==> src/rtl/uart_rx_fifo.sv <==
// UART receiver with configurable framing, 3-sample majority vote at mid-bit,
// a show-ahead RX FIFO and sticky framing/parity/overrun flags.
module uart_rx_fifo #(
    parameter int CLK_FREQ   = 27_000_000,
    parameter int BAUD_RATE  = 9600,
    parameter int DATA_BITS  = 8,
    parameter int PARITY     = 0,
    parameter int STOP_BITS  = 1,
    parameter int FIFO_DEPTH = 4
) (
    input  logic                 clk,
    input  logic                 rst_n,
    input  logic                 rx_pin,
    output logic [DATA_BITS-1:0] data,
    output logic                 available,
    input  logic                 rd_en,
    output logic                 frame_err,
    output logic                 parity_err,
    output logic                 overrun,
    input  logic                 clear_err
);
    localparam int CYCLE  = CLK_FREQ / BAUD_RATE;
    localparam int HALF   = CYCLE / 2;
    localparam int CNT_W  = $clog2(CYCLE + 1);
    localparam int IDX_W  = 4;
    localparam int PTR_W  = $clog2(FIFO_DEPTH);
    localparam int FCNT_W = PTR_W + 1;

    localparam logic [CNT_W-1:0]  SAMP_A    = CNT_W'(HALF - 1);
    localparam logic [CNT_W-1:0]  SAMP_B    = CNT_W'(HALF);
    localparam logic [CNT_W-1:0]  SAMP_C    = CNT_W'(HALF + 1);
    localparam logic [CNT_W-1:0]  BIT_END   = CNT_W'(CYCLE - 1);
    localparam logic [IDX_W-1:0]  LAST_DATA = IDX_W'(DATA_BITS - 1);
    localparam logic [IDX_W-1:0]  LAST_STOP = IDX_W'(STOP_BITS - 1);
    localparam logic [FCNT_W-1:0] FULL_CNT  = FCNT_W'(FIFO_DEPTH);

    typedef enum logic [2:0] {
        S_IDLE, S_START, S_DATA, S_PARITY, S_STOP, S_BREAK
    } state_t;

    function automatic logic majority(input logic a, input logic b, input logic c);
        return (a & b) | (a & c) | (b & c);
    endfunction

    function automatic logic parity_bad(input logic [DATA_BITS-1:0] d, input logic p);
        logic ones;
        ones = ^{d, p};
        return (PARITY == 1) ? ~ones : ones;
    endfunction

    logic                 sync1, sync2, rx_prev, primed;
    logic [1:0]           warm;
    logic                 rx_s, fall, vote, mid_last, bit_end;
    state_t               state, state_d;
    logic [CNT_W-1:0]     cnt, cnt_d;
    logic [IDX_W-1:0]     idx, idx_d;
    logic                 shift_en, fe_set, pe_set, push_set, push_p0;
    logic                 s0, s1;
    logic [DATA_BITS-1:0] shift_data;
    logic [DATA_BITS-1:0] mem [FIFO_DEPTH];
    logic [PTR_W-1:0]     wr_ptr, rd_ptr;
    logic [FCNT_W-1:0]    fcount;
    logic                 pop, full, wr_ok, ov_set;

    // Synchroniser; 'primed' blocks start detection until the line is seen
    // idle-high after reset, so a reset released mid-frame cannot fake a start edge.
    always_ff @(posedge clk or negedge rst_n) begin
        if (!rst_n) begin
            sync1   <= 1'b1;
            sync2   <= 1'b1;
            rx_prev <= 1'b1;
            warm    <= '0;
            primed  <= 1'b0;
        end else begin
            sync1   <= rx_pin;
            sync2   <= sync1;
            rx_prev <= sync2;
            warm    <= {warm[0], 1'b1};
            primed  <= primed | (warm[1] & sync2);
        end
    end

    assign rx_s     = sync2;
    assign fall     = primed & rx_prev & ~rx_s;
    assign mid_last = (cnt == SAMP_C);
    assign bit_end  = (cnt == BIT_END);
    assign vote     = majority(s0, s1, rx_s);

    always_comb begin
        state_d  = state;
        cnt_d    = cnt + 1'b1;
        idx_d    = idx;
        shift_en = 1'b0;
        fe_set   = 1'b0;
        pe_set   = 1'b0;
        push_set = 1'b0;
        case (state)
            S_IDLE: begin
                cnt_d = '0;
                idx_d = '0;
                if (fall) state_d = S_START;
            end
            S_START: begin
                if (mid_last && vote) begin
                    state_d = S_IDLE;
                    cnt_d   = '0;
                end else if (bit_end) begin
                    state_d = S_DATA;
                    cnt_d   = '0;
                end
            end
            S_DATA: begin
                shift_en = mid_last;
                if (bit_end) begin
                    cnt_d = '0;
                    if (idx == LAST_DATA) begin
                        idx_d   = '0;
                        state_d = (PARITY != 0) ? S_PARITY : S_STOP;
                    end else begin
                        idx_d = idx + 1'b1;
                    end
                end
            end
            S_PARITY: begin
                pe_set = mid_last & parity_bad(shift_data, vote);
                if (bit_end) begin
                    state_d = S_STOP;
                    cnt_d   = '0;
                end
            end
            S_STOP: begin
                if (mid_last) begin
                    if (!vote) begin
                        fe_set  = 1'b1;
                        state_d = S_BREAK;
                        cnt_d   = '0;
                    end else if (idx == LAST_STOP) begin
                        push_set = 1'b1;
                        state_d  = S_IDLE;
                        cnt_d    = '0;
                    end
                end else if (bit_end) begin
                    cnt_d = '0;
                    idx_d = idx + 1'b1;
                end
            end
            S_BREAK: begin
                cnt_d = '0;
                idx_d = '0;
                if (rx_s) state_d = S_IDLE;
            end
            default: state_d = S_IDLE;
        endcase
    end

    always_ff @(posedge clk or negedge rst_n) begin
        if (!rst_n) begin
            state   <= S_IDLE;
            cnt     <= '0;
            idx     <= '0;
            push_p0 <= 1'b0;
        end else begin
            state   <= state_d;
            cnt     <= cnt_d;
            idx     <= idx_d;
            push_p0 <= push_set;
        end
    end

    // Datapath: vote samples, deserialiser and FIFO storage (no reset needed)
    always_ff @(posedge clk) begin
        if (cnt == SAMP_A) s0 <= rx_s;
        if (cnt == SAMP_B) s1 <= rx_s;
        if (shift_en) shift_data <= {vote, shift_data[DATA_BITS-1:1]};
        if (wr_ok) mem[wr_ptr] <= shift_data;
    end

    assign available = (fcount != '0);
    assign pop       = rd_en & available;
    assign full      = (fcount == FULL_CNT);
    assign wr_ok     = push_p0 & (~full | pop);
    assign ov_set    = push_p0 & full & ~pop;
    assign data      = available ? mem[rd_ptr] : '0;

    always_ff @(posedge clk or negedge rst_n) begin
        if (!rst_n) begin
            wr_ptr <= '0;
            rd_ptr <= '0;
            fcount <= '0;
        end else begin
            if (wr_ok) wr_ptr <= wr_ptr + 1'b1;
            if (pop) rd_ptr <= rd_ptr + 1'b1;
            case ({wr_ok, pop})
                2'b10:   fcount <= fcount + 1'b1;
                2'b01:   fcount <= fcount - 1'b1;
                default: fcount <= fcount;
            endcase
        end
    end

    // Sticky flags: a set in the same cycle as clear_err wins
    always_ff @(posedge clk or negedge rst_n) begin
        if (!rst_n) begin
            frame_err  <= 1'b0;
            parity_err <= 1'b0;
            overrun    <= 1'b0;
        end else begin
            frame_err  <= fe_set | (frame_err & ~clear_err);
            parity_err <= pe_set | (parity_err & ~clear_err);
            overrun    <= ov_set | (overrun & ~clear_err);
        end
    end

endmodule

==> config.mk <==
export PLATFORM = sky130hd
export DESIGN_NAME = uart_rx_fifo
export DESIGN_NICKNAME = d
export VERILOG_FILES = /design/src/rtl/uart_rx_fifo.sv
export SDC_FILE = /design/constraint.sdc
export NUM_CORES = 1
export LEC_CHECK = 0
export BUFFER_PORTS_ARGS = -buffer_cell sky130_fd_sc_hd__buf_2
export CORE_ASPECT_RATIO = 1.75
export CORE_MARGIN = 2
export CORE_UTILIZATION = 45
export CTS_CLUSTER_DIAMETER = 150
export CTS_CLUSTER_SIZE = 14
export DETAILED_ROUTE_END_ITERATION = 8
export GPL_TIMING_DRIVEN = 0
export MAX_ROUTING_LAYER = met4
export SYNTH_ARGS = -nofsm -noshare
export SYNTH_HDL_FRONTEND = slang
export SYNTH_SLANG_ARGS = --single-unit
==> constraint.sdc <==
create_clock -name clk -period 2.01 [get_ports clk]
set_clock_uncertainty 0.15 [all_clocks]
set_input_delay 0.1005 -clock clk [delete_from_list [all_inputs] [get_ports clk]]
set_output_delay 0.1005 -clock clk [all_outputs]
set_load 0.02 [all_outputs]
After elaboration in Yosys (flattened, before gate mapping) --
Memories as Yosys holds them, arrays and structs flattened. Index checks and enable logic that the tools add are counted.
Word-level totals: memory bits (writable) 32, register bits after elaboration 46, input bits 5, logic and storage cells 119, memories 1
Memories:
- mem | depth 4, bits a word 8, read ports 1, clocked after memory_dff 0, wr ports 1, RTL line 60 | logic [DATA_BITS-1:0] mem [FIFO_DEPTH];
Cells by class: reductions and logical operators 11, add/sub/neg operators 6, equal/unequal tests 23, bitwise gates (word level) 25, muxes and demuxes 35
Operators with widths (number):
- $mux W12 | 5
- $pmux W12 S4 | 1
- $eq A12 B11 Y1 const B | 3
- $mux W3 | 10
- $pmux W3 S6 | 1
- $mux W4 | 4
- $ne A2 B2 Y1 const B | 8
- $and A1 B1 Y1 | 14
- $add A12 B1 Y12 const B | 1
- $eq A12 B12 Y1 const B | 1
- $pmux W4 S3 | 1
- $mux W1 | 11
- $eq A3 B3 Y1 const B | 3
- $reduce_xor A9 Y1 | 1
- $mux W8 | 1
- $reduce_and A8 Y1 | 1
- $or A1 B1 Y1 | 7
- $eq A3 B2 Y1 const B | 2
- $ne A3 B3 Y1 const B | 2
- $pmux W3 S2 | 1
- $reduce_bool A3 Y1 | 2
- $add A2 B1 Y2 const B | 2
- $add A4 B1 Y4 const B | 1
- $eq A4 B3 Y1 const B | 1
- 12 further kinds | 16

Longest topological paths before layout --
depth after elaboration 7, depth in mapped cells 10, gate-level depth less buffers 9

Worst setup path after synthesis --
No wires, ideal clock.
path type reg2reg, start point reg fcount[0], end point reg fcount[2], library setup time 79 ps, period minus slack after synthesis 2234 ps, stages on the path, launching flop included 10, path slack -224 ps, data required time 1781 ps, arrival 2005 ps, path buffers 1, path through dfrtp_1 > or3_1 > clkbuf_1 > and2_1 > ha_1 > inv_1 > fa_1 > xor2_1 > nor2_1 > xor2_1
On the way: longest elaborated chain between the ends 6
Ends and longest elaborated chain:
- start: declaration | RTL line 62 | logic [FCNT_W-1:0] fcount;
- start signal: assignment | RTL line 194 | 2'b10: fcount <= fcount + 1'b1;
- start signal: assignment | RTL line 195 | 2'b01: fcount <= fcount - 1'b1;
- start signal: assignment | RTL line 196 | default: fcount <= fcount;
- $reduce_bool A3 Y1 (*) | RTL line 178 | assign available = (fcount != '0);
- via available | RTL line 15 | output logic available,
- $and A1 B1 Y1 (*) | RTL line 179 | assign pop = rd_en & available;
- $or A1 B1 Y1 | RTL line 181 | assign wr_ok = push_p0 & (~full | pop);
- $and A1 B1 Y1 | RTL line 181
- $eq A2 B1 Y1 or $eq A2 B2 Y1 (tied branches) | RTL line 193 | case ({wr_ok, pop})
- $pmux W3 S2 or $reduce_bool A2 Y1 (tied branches)
The timed path passes the listed nets; every way through them passes the cells marked *. A chain may end at the register's enable or synchronous reset.

Final worst setup path --
start point reg idx[0], end point reg state[2]
On the way: longest elaborated chain between the ends 3
Ends and longest elaborated chain:
- start: declaration | RTL line 56 | logic [IDX_W-1:0] idx, idx_d;
- start signal: assignment | RTL line 165 | idx <= idx_d;
- $eq A4 B3 Y1 or $logic_not A4 Y1 (tied branches) | RTL line 116, 137
- $ne A2 B2 Y1 (no source line) or $ne A3 B3 Y1 (tied branches)
- $reduce_and A8 Y1 (no source line) (*)
- end signal: assignment | RTL line 163 | state <= state_d;
- end: declaration | RTL line 54 | state_t state, state_d;
Mark *: on every way between the ends. The rest lies on a longest branch, timed or not.

==> results.md <==
* DRT antenna net count at 0
* CP Buf/Inv Count at 1
* Worst slew margin at ~44%
* Htree depth at 3
* F_max at around 450 MHz
* Gr ovfl total at 0
* Detail Placement HPWL at about 4.6 mm
* FFs w/ async S/R, synth at 46.15%
* Reg2Reg Setup Slack at -220 ps
* Worst r2r dst: state[2]
* CTS Buf Count at 9
* Final Setup Violations at 20
* CTS clk-pin slew, worst paths at 60 ps
* IO Pins at 17
* DR WL/cell at 16.34 um
* Share of cells above drive strength 1 at 32.11%
* Largest fanout on the critical path at 3
* Status: finished with violations
* DRT Wirelength at ~6.8 mm
* Fin cells at 417
* Deepest clock path buffer count at 2
* Slew Limit Fails at 0
* Mapped Area at 3612 um2
* CP max stage delay at 400 ps
* Hold Crit Start: rd_en
* Peak supply drop at roughly 0.76 mV
* Worst Path Required at approximately 2100 ps
* Final Wtd Congestion at 0.7935
* Pre-CTS WS at -354.3 ps
* Synth Flop Type: edfxtp_1
* Tmin final at 2227 ps
* Row cnt at between 40 and 50
* Post-Syn Instances at 274
* First-pass detailed-route iteration total at 4
* Max-cap violation count at 0
* First-pass GRT wire length at 11.11 mm
* Reg2reg path depth at 7
* Final nets at 338
* Synth warn at 0
* Number of synthesized flops with an enable pin at 42
* Initial antenna violation count at 0
* Core Area at 7855 um2
* Hold path endpoint: rd_ptr[0]
* Crit-path cells: inv_1 -> ha_1 -> or3b_4 -> a2111oi_4 -> or2_1 -> nand4_4 -> mux2_4
* Endpoint class of the critical path: flop
* Failing checks: negative setup slack
* Util after Layout at 57.47%
* Setup CP Type: reg2reg
* Die ar. at around 8800 um2
* FF+latch count, synth at slightly below 80
* Worst-Margin Slew at 833.1 ps
* Skew-Pair Late Insertion Delay at roughly 340 ps
* Crit path max-delay family: simple AND/OR/NAND/NOR gates
* Via count at 2,221
* CTS tree: built
* Largest net degree at the start of global routing at 37
* Pleak at between 0.0015 and 0.002 uW
* Final Hold Fails at 0
* Hold depth at 4
* Starting Density at between 40% and 50%
* DR vias/cell at 5.326
* DRC at 0
* Placed cells at 380
* Sequential area share after synthesis at 59.96%
* Arr. time, crit path at 2290 ps
* RSZ-0062 raised after global routing: yes
* Mapped Avg Cell Area at approximately 13 um2
* Critical path startpoint category: flop
* Worst hold-check path type: in2reg
* RR Startpoint: idx[0]
* Setup WS post-layout at -216.9 ps
* Setup TNS at -3258 ps
* Die Height at 122.5 um
* # fillers at 670
* N_diodes at 0
* Clk sinks at a little under 80
* Width of the die at 71.73 um
* Cell Pwr Density at 954.7 nW/um2
* Root buf cell: clkbuf_16
* Post-synth net total at 290
* Tot Pwr at ~4300 uW
* Ratio of final minimum period to clock period at 110.8%
* Vias in the first global route at 2,292
* Port Buffers at 16
* Detailed Route Iter0 Violations at 124
* Yosys cell types at between 50 and 60
* Synthesis-to-finish area growth at 24.97%
* CP max-delay cell: or3b_4
* GRT Overall Usage at 17.53%
==> flip-flops by register name, indices dropped and copies added, names as in the netlist, 2 cells and up <==
register and count:
cnt 12, fcount 3, idx 4, mem 32
rd_ptr 2, shift_data 8, state 3, warm 2
wr_ptr 2
==> final cells by class <==
| type | count | area (um2) | area share, % |
|---|---|---|---|
| repair buffers | 41 | 286.5 | 6.347 |
| flip-flops and latches | 78 | 2172 | 48.12 |
| inverters | 16 | 60.06 | 1.330 |
| clock buffers | 9 | 225.2 | 4.989 |
| clock inverters | 7 | 80.08 | 1.774 |
| plain buffers | 5 | 35.03 | 0.7761 |
| well taps | 90 | 112.6 | 2.494 |
| multi-input cells | 171 | 1543 | 34.17 |
==> worst reg2reg max path: stages (launching register included) <==
cell and delay, ps:
dfrtp_1 380, inv_1 60, ha_1 130, or3b_4 400, a2111oi_4 320, or2_1 220
nand4_4 120, mux2_4 330
==> power breakdown <==
part / switching (uW) / internal (uW)
Clock: 662 / 980
Combinational: 465 / 374
Sequential: 83.2 / 1740
Total: 1210 / 3100
==> layout by cell type, fill, tap and decap left out, types with 9 or more instances in the layout <==
master     synthesis  routed
edfxtp_1          42      42
dfrtp_1           33      30
buf_4              1      19
nor2_1            19      18
nand2_1           18      18
buf_2              0      16
xnor2_1           15      15
and2_1            15      14
inv_1             16      13
xor2_1            10      10
clkbuf_16          0       9
==> layer usage <==
metal | share of wire, % | global-route usage (%)
met3 | 2.7 | 4.269
met2 | 59 | 31.31
met1 | 36 | 17.54
met4 | 2.6 | 8.491
met5 | 0 | -
==> synth_stat cells (2+ instances only) <==
cell	instances	area, um2
nand3b_1	4	30.03
nand4_1	3	18.77
dfrtp_1	33	825.8
or3_1	2	12.51
clkbuf_1	6	22.52
o21ai_1	2	10.01
nand3_1	4	20.02
and3_1	2	12.51
edfxtp_1	42	1261
o22ai_1	2	12.51
and2_1	15	93.84
mux4_2	8	180.2
nor4_1	3	18.77
dfstp_2	3	78.83
ha_1	10	125.1
nand2b_1	2	12.51
nand2_1	18	67.56
o21ai_0	8	40.04
nor2b_1	5	31.28
mux2_1	2	22.52
nor2_1	19	71.32
inv_1	16	60.06
xor2_1	10	87.58
xnor2_1	15	131.4
nor3_1	8	40.04
a2111oi_2	2	30.03
==> worst max path at each step <==
| stage | start | end | cells after the start |
|---|---|---|---|
| after floorplan | idx[0] | state[1] | 7 |
| after global routing | idx[0] | state[2] | 7 |
| after global placement | cnt[0] | state[2] | 6 |
| after detailed placement | cnt[0] | state[2] | 6 |
| final | idx[0] | state[2] | 7 |
| after CTS | idx[1] | state[1] | 7 |
==> stage by stage <==
stage / hold slack, ps / area, um2
after CTS: 61.66 / 4387
after global routing: 116.8 / 4514
after global placement: 61.51 / 3874
final: 100.2 / 4514
after detailed placement: 64.71 / 3874
after floorplan: -345.1 / 3681
==> cells by family (layout without fill, tap and decap cells) <==
family / after synthesis / in the layout / share of synthesized area (%)
simple gates: 96 / 96 / 14.79
fa+ha+maj: 12 / 12 / 4.295
other cells: 1 / 1 / 0.1038
mux: 11 / 11 / 5.888
xor+xnor: 25 / 25 / 6.062
flops: 78 / 78 / 59.96
compound gates: 26 / 26 / 5.993
buf+inv: 25 / 78 / 2.910
==> what timing repair did <==
action                     CTS  global route
setup endpoints to repair   38            36
buffers inserted            14             8
pin swaps                    8            10
hold endpoints to repair    37             0
gates resized for setup     18            19
hold buffers                 3             0
No activity file was read; power rests on OpenSTA's default activity.
